### src/rtl/vga_frame_scanout.sv
// 640x480@60 raster scanout: board-cell lookup, RGB444 and syncs 2 pixel_en ticks after the counters; stalls whenever pixel_en=0.
// VGA_new_frame_ready tracks vblank with no pipeline delay. Optional grid lines on empty cells: define GRID_LINES_EN.
module vga_frame_scanout #(
  parameter int H_ACTIVE  = 640,
  parameter int H_FP      = 16,
  parameter int H_SYNC    = 96,
  parameter int H_BP      = 48,
  parameter int V_ACTIVE  = 480,
  parameter int V_FP      = 10,
  parameter int V_SYNC    = 2,
  parameter int V_BP      = 33,
  parameter int CELL_PX   = 16,
  parameter int GRID_X0   = 240,
  parameter int GRID_Y0   = 80,
  parameter int GRID_COLS = 10,
  parameter int GRID_ROWS = 20
) (
  input  logic        clk,
  input  logic        reset_n,
  input  logic        pixel_en,
  output logic [3:0]  cell_col,
  output logic [4:0]  cell_row,
  output logic        cell_valid,
  input  logic [3:0]  cell_code,
  output logic        hsync,
  output logic        vsync,
  output logic [11:0] rgb,
  output logic        VGA_new_frame_ready
);

  localparam int H_TOTAL = H_ACTIVE + H_FP + H_SYNC + H_BP;
  localparam int V_TOTAL = V_ACTIVE + V_FP + V_SYNC + V_BP;
  localparam int HW      = $clog2(H_TOTAL);
  localparam int VW      = $clog2(V_TOTAL);
  localparam int CB      = $clog2(CELL_PX);
  localparam int GX1     = GRID_X0 + GRID_COLS * CELL_PX;
  localparam int GY1     = GRID_Y0 + GRID_ROWS * CELL_PX;

  logic [HW-1:0] h_cnt, h_nxt;
  logic [VW-1:0] v_cnt, v_nxt;

  always_comb begin
    h_nxt = h_cnt + 1'b1;
    v_nxt = v_cnt;
    if (h_cnt == HW'(H_TOTAL - 1)) begin
      h_nxt = '0;
      v_nxt = (v_cnt == VW'(V_TOTAL - 1)) ? '0 : v_cnt + 1'b1;
    end
  end

  // Ready is computed from the next count so it changes on the same tick as v_cnt.
  always_ff @(posedge clk or negedge reset_n) begin
    if (!reset_n) begin
      h_cnt               <= '0;
      v_cnt               <= '0;
      VGA_new_frame_ready <= 1'b0;
    end else if (pixel_en) begin
      h_cnt               <= h_nxt;
      v_cnt               <= v_nxt;
      VGA_new_frame_ready <= (v_nxt >= VW'(V_ACTIVE));
    end
  end

  int   x, y;
  logic active, in_board, border, hs_term, vs_term;

  assign x        = int'(h_cnt);
  assign y        = int'(v_cnt);
  assign active   = (x < H_ACTIVE) && (y < V_ACTIVE);
  assign in_board = active && (x >= GRID_X0) && (x < GX1) && (y >= GRID_Y0) && (y < GY1);
  assign border   = active && !in_board && (x >= GRID_X0 - 1) && (x <= GX1)
                    && (y >= GRID_Y0 - 1) && (y <= GY1);
  assign hs_term  = !((x >= H_ACTIVE + H_FP) && (x < H_ACTIVE + H_FP + H_SYNC));
  assign vs_term  = !((y >= V_ACTIVE + V_FP) && (y < V_ACTIVE + V_FP + V_SYNC));

  assign cell_valid = in_board;
  assign cell_col   = in_board ? 4'((x - GRID_X0) >> CB) : '0;
  assign cell_row   = in_board ? 5'((y - GRID_Y0) >> CB) : '0;

  logic       s1_active, s1_valid, s1_border, s1_hs, s1_vs;
  logic [3:0] s1_code;
`ifdef GRID_LINES_EN
  logic       on_line, s1_line;
  assign on_line = (((x - GRID_X0) & (CELL_PX - 1)) == 0) || (((y - GRID_Y0) & (CELL_PX - 1)) == 0);
`endif

  always_ff @(posedge clk or negedge reset_n) begin
    if (!reset_n) begin
      s1_active <= 1'b0;
      s1_valid  <= 1'b0;
      s1_border <= 1'b0;
      s1_code   <= '0;
      s1_hs     <= 1'b1;
      s1_vs     <= 1'b1;
`ifdef GRID_LINES_EN
      s1_line   <= 1'b0;
`endif
    end else if (pixel_en) begin
      s1_active <= active;
      s1_valid  <= in_board;
      s1_border <= border;
      s1_code   <= cell_code;
      s1_hs     <= hs_term;
      s1_vs     <= vs_term;
`ifdef GRID_LINES_EN
      s1_line   <= on_line;
`endif
    end
  end

  // cell_code is only trusted when the pixel was inside the board.
  logic [11:0] rgb_nxt;
  always_comb begin
    rgb_nxt = 12'h000;
    if (s1_active) begin
      if (s1_border) begin
        rgb_nxt = 12'h888;
      end else if (s1_valid) begin
        case (s1_code)
          4'd0:    rgb_nxt = 12'h000;
          4'd1:    rgb_nxt = 12'h0FF;
          4'd2:    rgb_nxt = 12'hFF0;
          4'd3:    rgb_nxt = 12'hF0F;
          4'd4:    rgb_nxt = 12'h0F0;
          4'd5:    rgb_nxt = 12'hF00;
          4'd6:    rgb_nxt = 12'h00F;
          4'd7:    rgb_nxt = 12'hF80;
          default: rgb_nxt = 12'hFFF;
        endcase
`ifdef GRID_LINES_EN
        if (s1_code == 4'd0 && s1_line) rgb_nxt = 12'h222;
`endif
      end
    end
  end

  always_ff @(posedge clk or negedge reset_n) begin
    if (!reset_n) begin
      hsync <= 1'b1;
      vsync <= 1'b1;
      rgb   <= '0;
    end else if (pixel_en) begin
      hsync <= s1_hs;
      vsync <= s1_vs;
      rgb   <= rgb_nxt;
    end
  end

endmodule
### config.mk
export PLATFORM = sky130hd
export DESIGN_NAME = vga_frame_scanout
export DESIGN_NICKNAME = d
export VERILOG_FILES = /design/src/rtl/vga_frame_scanout.sv
export SDC_FILE = /design/constraint.sdc
export NUM_CORES = 1
export LEC_CHECK = 0
export ABC_AREA = 1
export CAP_MARGIN = 20
export CORE_ASPECT_RATIO = 1.1
export CORE_MARGIN = 5
export CORE_UTILIZATION = 29
export CTS_BUF_LIST = sky130_fd_sc_hd__clkbuf_16
export DETAILED_ROUTE_END_ITERATION = 10
export GPL_TIMING_DRIVEN = 0
export PLACE_DENSITY = 0.51
export SLEW_MARGIN = 10
export SYNTH_ARGS = -nofsm -noshare
export SYNTH_HDL_FRONTEND = slang
export SYNTH_SLANG_ARGS = --single-unit
export TNS_END_PERCENT = 10
### constraint.sdc
create_clock -name clk -period 5.8 [get_ports clk]
set_input_delay 1.74 -clock clk [delete_from_list [all_inputs] [get_ports clk]]
set_output_delay 1.74 -clock clk [all_outputs]
set_load 0.02 [all_outputs]
==> metrics.md, run 1 <==
| Metric | Value |
|---|---|
| Outcome | finished, final reports clean |
| Layout cell share with drive strength beyond 1 | 11.44% |
| Final worst slack | 1381 ps |
| FFs w/ async S/R, synth | 100.0% |
| Setup-failing EPs final | 0 |
| Yosys top cell by area | dfrtp_1 |
| CTS root buf | clkbuf_16 |
| Relative slew slack | 69.17% |
| DP HPWL | 4770 µm |
| Period minus WS final | 4419 ps |
| NetSw | 0.3161 mW |
| Setup tns final | 0 ps |
| Worst Hold Class | reg -> reg |
| Total die area | 10710 µm² |
| Critical path data required time | 4060 ps |
| Worst slew pin tran | 462.4 ps |
| EDFF count, synth | 0 |
| Vias | 2246 |
| 1st-iter DRT viols | 94 |
| Maximum level of the CTS H-tree | 2 |
| Clk_skew | 3.872 ps |
| Top Usage Layer GRT | met2 |
| GR Util met1 | 16.39% |
| Syn Area/Cell | 7.518 µm² |
| Post-CTS Setup Inserts | 0 |
| Synth Flop Type | dfrtp_1 |
| Nets@finish | 398 |
| Top-area cell type share of the netlist area | 33.58% |
| Diode count | 0 |
| Clock Tree Buf Depth | 2 |
| Largest net degree at the start of global routing | 30 |
| Fraction of the cycle the final worst path needs | 76.19% |
| IO Port Bufs | 30 |
| Core area | 8452 µm² |
| Routability cong. | 0.8305 |
| Sw Ratio | 36.28% |
| Gate power share | 29.3% |
| Mapped Area | 2534 µm² |
| Post-Syn Nets | 360 |
| Clock insertion delay at the later pin of the skew report | 280 ps |
| Sink Count | 38 |
| Chip width | 99.12 µm |
| Number of global-route vias before repair | 2176 |
| Power per cell area | 278.4 nW/µm² |
| Total global routing overflow | 0 |
| LEAKAGE | 1.473 nW |
| Layout Area Growth over Synthesis | 23.51% |
| Final hold viol count | 0 |
| CTS buffer count | 5 |
| FP Rows | 35 |
| Post-synth top cells | nand2_1, nor2_1, inv_1 |
| CP Class | reg -> out |
| First-pass GRT wire length | 10690 µm |
| Area contributors post-synth | dfrtp_1, nand2_1, ha_1, nor2_1, o21ai_0 |
| Antenna viol nets, final | 0 |
| Die H | 108.0 µm |
| Seq/Total Area, Yosys | 37.73% |
| Syn Inst Count | 337 |
| Hold Buf Count CTS | 0 |
| GR Util All Layers | 12.32% |
| RSZ-0062 raised after global routing | no |
| Max Freq | 0.2263 GHz |
| Top-count cell post-synth | nand2_1 |
| Global-route track usage on met2 | 20.39% |
| Yosys reg bits | 38 |
| VDD IR max | 0.0001101 V |
| Starting density of the core | 29.98% |
| Met3 Track Usage GR | 1.935% |
| Drt drc | 0 |
| Synth unique cells | 33 |
| I/O pins | 32 |
| Worst Setup End Kind | output pin |
| Pre-CTS setup slack | 1700 ps |
| Drt pass-1 iters | 4 |
| DRT Wirelength | 6304 µm |
| Seq pwr share | 40.0% |
| Initial antenna violation count | 0 |
| Crit-path max FO | 10 |
| P_int | 0.5551 mW |
| WL/cell | 12.94 µm |
| Crit path launch type | flop |
| Drt via density | 4.612 |
| Max_cap viols | 0 |
| Yosys Warn Count | 0 |
| Clock power frac | 30.7% |
| Max Transition Viols Final | 0 |
| CTS tree | yes |
| Clk slew on worst S/H paths | 60 ps |
| Cts repair resizes | 0 |
| WP data arrival | 2680 ps |
-- sequential cells by signal, indices dropped and copies added (netlist names) --
register / flops
h_cnt: 10
hsync: 1
VGA_new_frame_ready: 1
s1_active: 1
v_cnt: 10
rgb: 6
s1_code: 4
s1_hs: 1
s1_vs: 1
vsync: 1
s1_valid: 1
s1_border: 1
-- cell families after synthesis --
family	Yosys count	synth area share, %
and+or+nand+nor	171	31.90
adders and majority gates	16	7.901
xor gates and xnor gates	3	1.037
AOI/OAI and AO/OA	54	11.36
buffers and inverters	55	10.07
DFF	38	37.73
-- routing by layer --
metal  vias up  part of all wire, %
met2        54                   46
met1      1025                   48
met3         5                  4.1
li1       1162                    -
met4         0                  1.4
met5         -                    0
-- power by group through the flow --
stage / combinational, mW / clock, mW / sequential (mW)
final: 0.255 / 0.267 / 0.349
after global routing: 0.295 / 0.283 / 0.357
after CTS: 0.260 / 0.274 / 0.349
after detailed placement: 0.257 / 0 / 0.354
after global placement: 0.254 / 0 / 0.352
after floorplan: 0.180 / 0 / 0.347
-- area by class of cell --
cell class | instances | area (µm²)
buffer | 16 | 108.9
clock buffer | 5 | 125.1
clock inverter | 3 | 16.27
fill | 890 | 5323
inverter | 39 | 146.4
multi-input combinational | 244 | 1323
sequential | 38 | 955.9
tap | 111 | 138.9
timing repair buffer | 31 | 315.3
-- final timing paths --
check,startpoint,to,slack (ps),cells after the start
worst max-delay path,v_cnt[5],cell_col[3],1380,10
worst min-delay path,s1_hs,hsync,460,2
worst max register to register,v_cnt[5],VGA_new_frame_ready,4030,11
worst min register to register,s1_hs,hsync,460,2
max in group asynchronous,reset_n,s1_hs,3970,2
min in group asynchronous,reset_n,s1_code[1],1320,1
-- stage by stage --
step | area [µm²] | util [%] | total power [mW] | instances | hold slack [ps]
6_report | 3129 | 37.02 | 0.8712 | 487 | 458.9
4_1_cts | 3129 | 37.02 | 0.8823 | 487 | 458.7
5_1_grt | 3129 | 37.02 | 0.9345 | 487 | 486.8
3_3_place_gp | 2973 | 35.17 | 0.6065 | 478 | 452.8
3_5_place_dp | 2988 | 35.35 | 0.6109 | 479 | 454.6
2_1_floorplan | 2534 | - | 0.5275 | 337 | 448.1
-- cells in the final DEF (no fill, tap or decap), types with 2 or more instances in the layout --
master,n
nand2_1,72
nor2_1,45
inv_1,36
dfrtp_1,34
o21ai_0,29
clkdlybuf4s50_1,29
nand3_1,23
ha_1,16
a21oi_1,15
buf_4,10
nor3_1,7
nand4_1,6
clkbuf_16,5
buf_2,4
dfstp_2,4
inv_2,3
nor2_2,3
nand3b_1,3
xor2_1,3
nor2_4,3
o21ai_1,2
nand3_4,2
nand2_4,2
a211oi_1,2
clkbuf_1,2
o21bai_1,2
a31oi_1,2
-- worst max-delay path, cell delays in order, from the launching register on --
cell and delay (ps):
dfrtp_1 460, inv_1 200, ha_1 220, inv_1 60, nor2_2 120, o21ai_0 130
nor2_1 120, nand3b_1 120, buf_4 210, a21oi_1 130, clkdlybuf4s50_1 620
(Power assumes the default switching activity.)
==> inputs of run 2 (changes only) <==
==> constraint.sdc (replaced) <==
create_clock -name clk -period 4.38 [get_ports clk]
set_input_delay 1.314 -clock clk [delete_from_list [all_inputs] [get_ports clk]]
set_output_delay 1.314 -clock clk [all_outputs]
set_load 0.02 [all_outputs]
==> results of run 2 <==
Same layout as run 1 (identical final DEF). Status: finished, final reports clean.
Main changes from that run: setup slack after placement 1700 ps -> 705.9 ps; setup slack after layout 1381 ps -> 386.9 ps; register-to-register setup slack 4030 ps -> 2610 ps; total power 0.8712 mW -> 1.154 mW; worst IR drop on VDD 0.0001101 V -> 0.0001458 V
==> RTL edit 1 (flow settings as in run 2) <==
Add a define of `GRID_LINES_EN`.
--- a/src/rtl/vga_frame_scanout.sv
+++ b/src/rtl/vga_frame_scanout.sv
@@ -1,4 +1,6 @@
 // 640x480@60 raster scanout: board-cell lookup, RGB444 and syncs 2 pixel_en ticks after the counters; stalls whenever pixel_en=0.
 // VGA_new_frame_ready tracks vblank with no pipeline delay. Optional grid lines on empty cells: define GRID_LINES_EN.
+`define GRID_LINES_EN
+
 module vga_frame_scanout #(
   parameter int H_ACTIVE  = 640,
Function: no difference found for any inputs over 10 cycles, from zero or initial values and one cycle with reset_n low; that may be too few to reach the edited logic, so the function may still have changed.
==> RTL edit 1 against run 2 <==
- register-to-register slack worse by 0.25 ns
- clock skew is 0.0014 ns higher
- sequential share of layout area up 0.71 points
- critical path depth fell by 1
- power up 5.5%
- worst setup slack got worse by 0.0097 ns
- sequential cell count rose by 4
- synthesized cell count increased by 8.0%
- cell area up 8.0%
- synthesized area rose by 9.2%
- die area up 8.3%
- fmax shrank 0.24%
- wire length is 13% higher
- sequential power increased by 10%
- critical endpoint is now cell_row[2]
- largest power group unchanged
- highest routed layer unchanged
==> RTL edit 1: results (changes against run 2) <==
qor: outcome.run_status finished, final reports clean
qor: synth.synth-warning-count 0 [unchanged]
qor: finish.antennaDiodeCount 0 [unchanged]
qor: clock_tree.numCtsBuffers 5 [unchanged]
qor: global_route.grt_util_all_layers 0.132 [+0.00850]
qor: worst_setup_path.max_stage_delay 0.66 ns [+0.04 ns]
qor: clock_tree.cts.path.max_buffers 2 [unchanged]
qor: finish.fraction_of_layout_cells_with_a_size_suffix_above_1 0.139 [+0.0246]
qor: synth.postSynth.asyncResetShare 1.00 [unchanged]
qor: worst_setup_path.critical_path.max_fanout 6 [-4]
qor: global_route.pin_count_of_the_biggest_net_entering_global_routing 25 [-17%]
qor: place.place.gp.congestion 0.885 [+6.5%]
qor: route.drt_pass1_iterations 4 [unchanged]
qor: power.share_of_total_power_consumed_by_net_switching 0.365 [+0.00245]
qor: route.routed_wl 7140 um [+13%]
qor: synth.seq_area_frac_synth 0.382 [+0.00444]
qor: place.placement.cell_area 3230 um^2 [+8.0%]
qor: timing.fin_worst_skew 0.00525 ns [+0.00137 ns]
qor: worst_setup_path.critPathArrivalTime 2.69 ns [about the same]
qor: route.iter_0_drt_violations 103 [+9.6%]
qor: worst_setup_path.critPathSlowestCell clkdlybuf4s50_1
qor: clock_tree.clk-insertion-delay-late 0.29 ns
qor: clock_tree.cts_h_tree_lvls 2 [unchanged]
qor: place.pre_cts_ws 0.700 ns [-0.00624 ns]
qor: global_route.antenna_found_initial 0 [unchanged]
qor: finish.largestRegisters h_cnt (10), v_cnt (10), rgb (9)
qor: clock_tree.post-cts-setup-buffer-count 0 [unchanged]
qor: min_path.timing.hold.worst_path_depth 2 [unchanged]
qor: worst_setup_path.cp-startpoint h_cnt[4]
qor: synth.synthTopCellsByArea dfrtp_1 34%, nand2_1 12%, ha_1 7.2%
qor: global_route.grt_first_pass_wirelength 12,100 um [+13%]
qor: timing.final-max-slew-violation-count 0 [unchanged]
qor: min_path.min_from vsync
qor: clock_tree.cts.root.buffer_cell clkbuf_16
qor: route.post_drt_via_cell_ratio 4.69 [+1.7%]
qor: synth.synthDistinctLibCells 42 [+27%]
qor: timing.slew-limit-headroom 0.666 [-0.0261]
qor: place.dp_hpwl 5430 um [+14%]
qor: synth.synthTopCellsByCount 85 x nand2_1, 41 x inv_1, 41 x nor2_1, 38 x dfrtp_1, 28 x o21ai_0
qor: place.portBuffers 30 [unchanged]
qor: synth.synth_fp_nets 387 [+7.5%]
qor: global_route.first_global_vias 2,443 [+12%]
qor: power.static-leakage-power 1.57 nW [+6.8%]
qor: finish.fin_nets 425 [+6.8%]
qor: power.max-vdd-ir-drop 0.000173 V [+19%]
qor: worst_setup_path.r2r-start h_cnt[5]
[RTL edit 1: changes by cell type after synthesis, sizes merged, moves of 3 or more]
cell   change
dfrtp      +4
nand2     +15
a21oi      -8
inv        +6
buf        -3
nor2       +3
[RTL edit 1: metrics by stage]
step	std cells	hold WS (ns)
4_1_cts	520	0.466
5_1_grt	520	0.498
6_report	520	0.461
3_3_place_gp	511	0.452
3_5_place_dp	512	0.455
2_1_floorplan	364	0.448
[RTL edit 1: worst paths after layout]
kind,slack (ns),end
hold reg to reg,0.46,vsync
max in group asynchronous,2.83,hsync
setup / recovery,0.38,cell_row[2]
min in group asynchronous,0.97,v_cnt[6]
hold / removal,0.46,vsync
setup reg to reg,2.36,h_cnt[9]
[RTL edit 1: layout make-up]
class / instances / area, um^2
buffer: 13 / 91.3
fill: 1009 / 5970
multi-input combinational: 263 / 1450
clock buffer: 5 / 125
sequential: 42 / 1060
tap: 117 / 146
clock inverter: 3 / 25.0
timing repair buffer: 31 / 315
inverter: 46 / 173
[RTL edit 1: power by group through the flow]
stage	Combinational, W	Sequential, W	Clock [W]
floorplan	0.000231	0.000506	0
finish	0.000318	0.000509	0.000390
CTS	0.000322	0.000508	0.000400
global route	0.000371	0.000519	0.000413
global placement	0.000317	0.000514	0
detailed placement	0.000321	0.000515	0
[RTL edit 1: cells by family after synthesis]
family,Yosys count,synth area share
and+or+nand+nor,191,0.325
buffers and inverters,59,0.0954
AOI/OAI and AO/OA,51,0.110
DFF,42,0.382
adders and majority gates,16,0.0724
xor gates and xnor gates,5,0.0158
[RTL edit 1: layer usage]
metal / up-vias / global-route usage / share of wire
met4: 0 / 0.0389 / 0.015
met3: 8 / 0.0218 / 0.050
met1: 1134 / 0.179 / 0.46
li1: 1254 / - / -
met5: - / 0 / 0
met2: 44 / 0.213 / 0.47
==> RTL edit 2 (flow settings as in run 2) <==
Without the edit above. Make the reset (`reset_n`) synchronous in 3 clocked blocks.
--- a/src/rtl/vga_frame_scanout.sv
+++ b/src/rtl/vga_frame_scanout.sv
@@ -50,5 +50,5 @@
 
   // Ready is computed from the next count so it changes on the same tick as v_cnt.
-  always_ff @(posedge clk or negedge reset_n) begin
+  always_ff @(posedge clk) begin
     if (!reset_n) begin
       h_cnt               <= '0;
@@ -85,5 +85,5 @@
 `endif
 
-  always_ff @(posedge clk or negedge reset_n) begin
+  always_ff @(posedge clk) begin
     if (!reset_n) begin
       s1_active <= 1'b0;
@@ -135,5 +135,5 @@
   end
 
-  always_ff @(posedge clk or negedge reset_n) begin
+  always_ff @(posedge clk) begin
     if (!reset_n) begin
       hsync <= 1'b1;
Behaviour: no difference found for any inputs over 10 cycles, from zero or initial values and one cycle with reset_n low; that may be too few to reach the edited logic, so the function may still have changed.
==> RTL edit 2 against run 2 <==
- synthesized cell count grew 9.8%
- sequential cell count grew 4
- clock skew is essentially flat
- cell area shrank 0.48%
- non-clock buffer count grew 1
- worst setup slack lost 0.0061 ns
- synthesized area shrank 0.84%
- wire length grew 5.7%
- largest cell class unchanged
- die area shrank 0.76%
- utilization is essentially flat
- highest routed layer unchanged
Power is not compared: it rests on default switching activity, and its combinational part moved more than twofold at a synthesized area within 25%.
==> RTL edit 2: results (changes against run 2) <==
qor: global_route.grt.met2_usage 0.230 [+0.0259]
qor: min_path.whs_endpoint hsync
qor: global_route.use_met1 0.162 [-0.00186]
qor: finish.fin_nets 431 [+8.3%]
qor: synth.seq_area_frac_synth 0.335 [-0.0426]
qor: synth.synthCells 370 [+9.8%]
qor: route.detail_route.wirelength.met1 3170 um [+4.2%]
qor: timing.fin_worst_hold_slack 0.465 ns [+0.00590 ns]
qor: synth.synth_fp_nets 393 [+9.2%]
qor: synth.postSynth.asyncResetShare 0 [-1.00]
qor: synth.synthTopCellsByArea dfxtp_1 33%, nand2_1 11%, ha_1 8.0%
qor: place.pre_cts_ws 0.538 ns [-0.168 ns]
qor: route.met2WireLength 3210 um [+10%]
qor: timing.fin_worst_skew 0.00436 ns [+0.000492 ns]
qor: worst_setup_path.worstRegToRegCells 10 [-1]
qor: place.dp_hpwl 5080 um [+6.5%]
qor: place.numPlacedInstances 512 [+6.9%]
qor: route.post_drt_via_cell_ratio 4.59 [-0.55%]
qor: synth.area_fraction_in_compound_gates_after_synthesis 0.120 [+0.00594]
qor: synth.synthTopCellsByCount 76 x nand2_1, 51 x nor2_1, 43 x inv_1, 42 x dfxtp_1, 24 x nand3_1
qor: worst_setup_path.timing.rr.end s1_valid
qor: worst_setup_path.ff2ff_setup_slack 2.44 ns [-0.17 ns]
qor: outcome.run_status finished, final reports clean
qor: synth.synth_adder_area_share 0.0797 [+0.000669]
qor: worst_setup_path.critPathArrivalTime 2.69 ns [about the same]
qor: global_route.grt_first_pass_wirelength 11,300 um [+5.5%]
qor: worst_setup_path.r2r-start v_cnt[4]
qor: worst_setup_path.crit_end cell_row[3]
qor: global_route.met3_usage_grt 0.0253 [+0.00592]
qor: route.routed_wl 6670 um [+5.7%]
qor: global_route.pin_count_of_the_biggest_net_entering_global_routing 16 [-47%]
qor: timing.slew-limit-headroom 0.609 [-0.0831]
qor: finish.final-instance-count-excl-fill 520 [+6.8%]
qor: place.placement.cell_area 2960 um^2 [-0.88%]
qor: route.detailroute.wirelength.met3 215 um [-17%]
[RTL edit 2: cell types whose count changed after synthesis, moves of 5 or more]
cell | before | now
nor3_1 | 7 | 12
inv_1 | 36 | 43
o21ai_0 | 29 | 23
a21oi_1 | 15 | 22
nor2_1 | 45 | 51
nand2_2 | 0 | 5
dfrtp_1 | 34 | 0
dfxtp_1 | 0 | 42
[RTL edit 2: cell type report]
class	instances	area, um^2
Clock inverter	3	23.8
Inverter	47	176
Fill cell	936	5290
Timing Repair Buffer	31	313
Clock buffer	5	125
Multi-Input combinational cell	264	1390
Buffer	17	110
Tap cell	111	139
Sequential cell	42	842
[RTL edit 2: report_power, final]
| group | internal [W] | switching, W |
|---|---|---|
| registers | 0.000396 | 0.00000711 |
| logic | 0.0000275 | 0.0000440 |
| clock network | 0.000213 | 0.000166 |
| total | 0.000637 | 0.000217 |
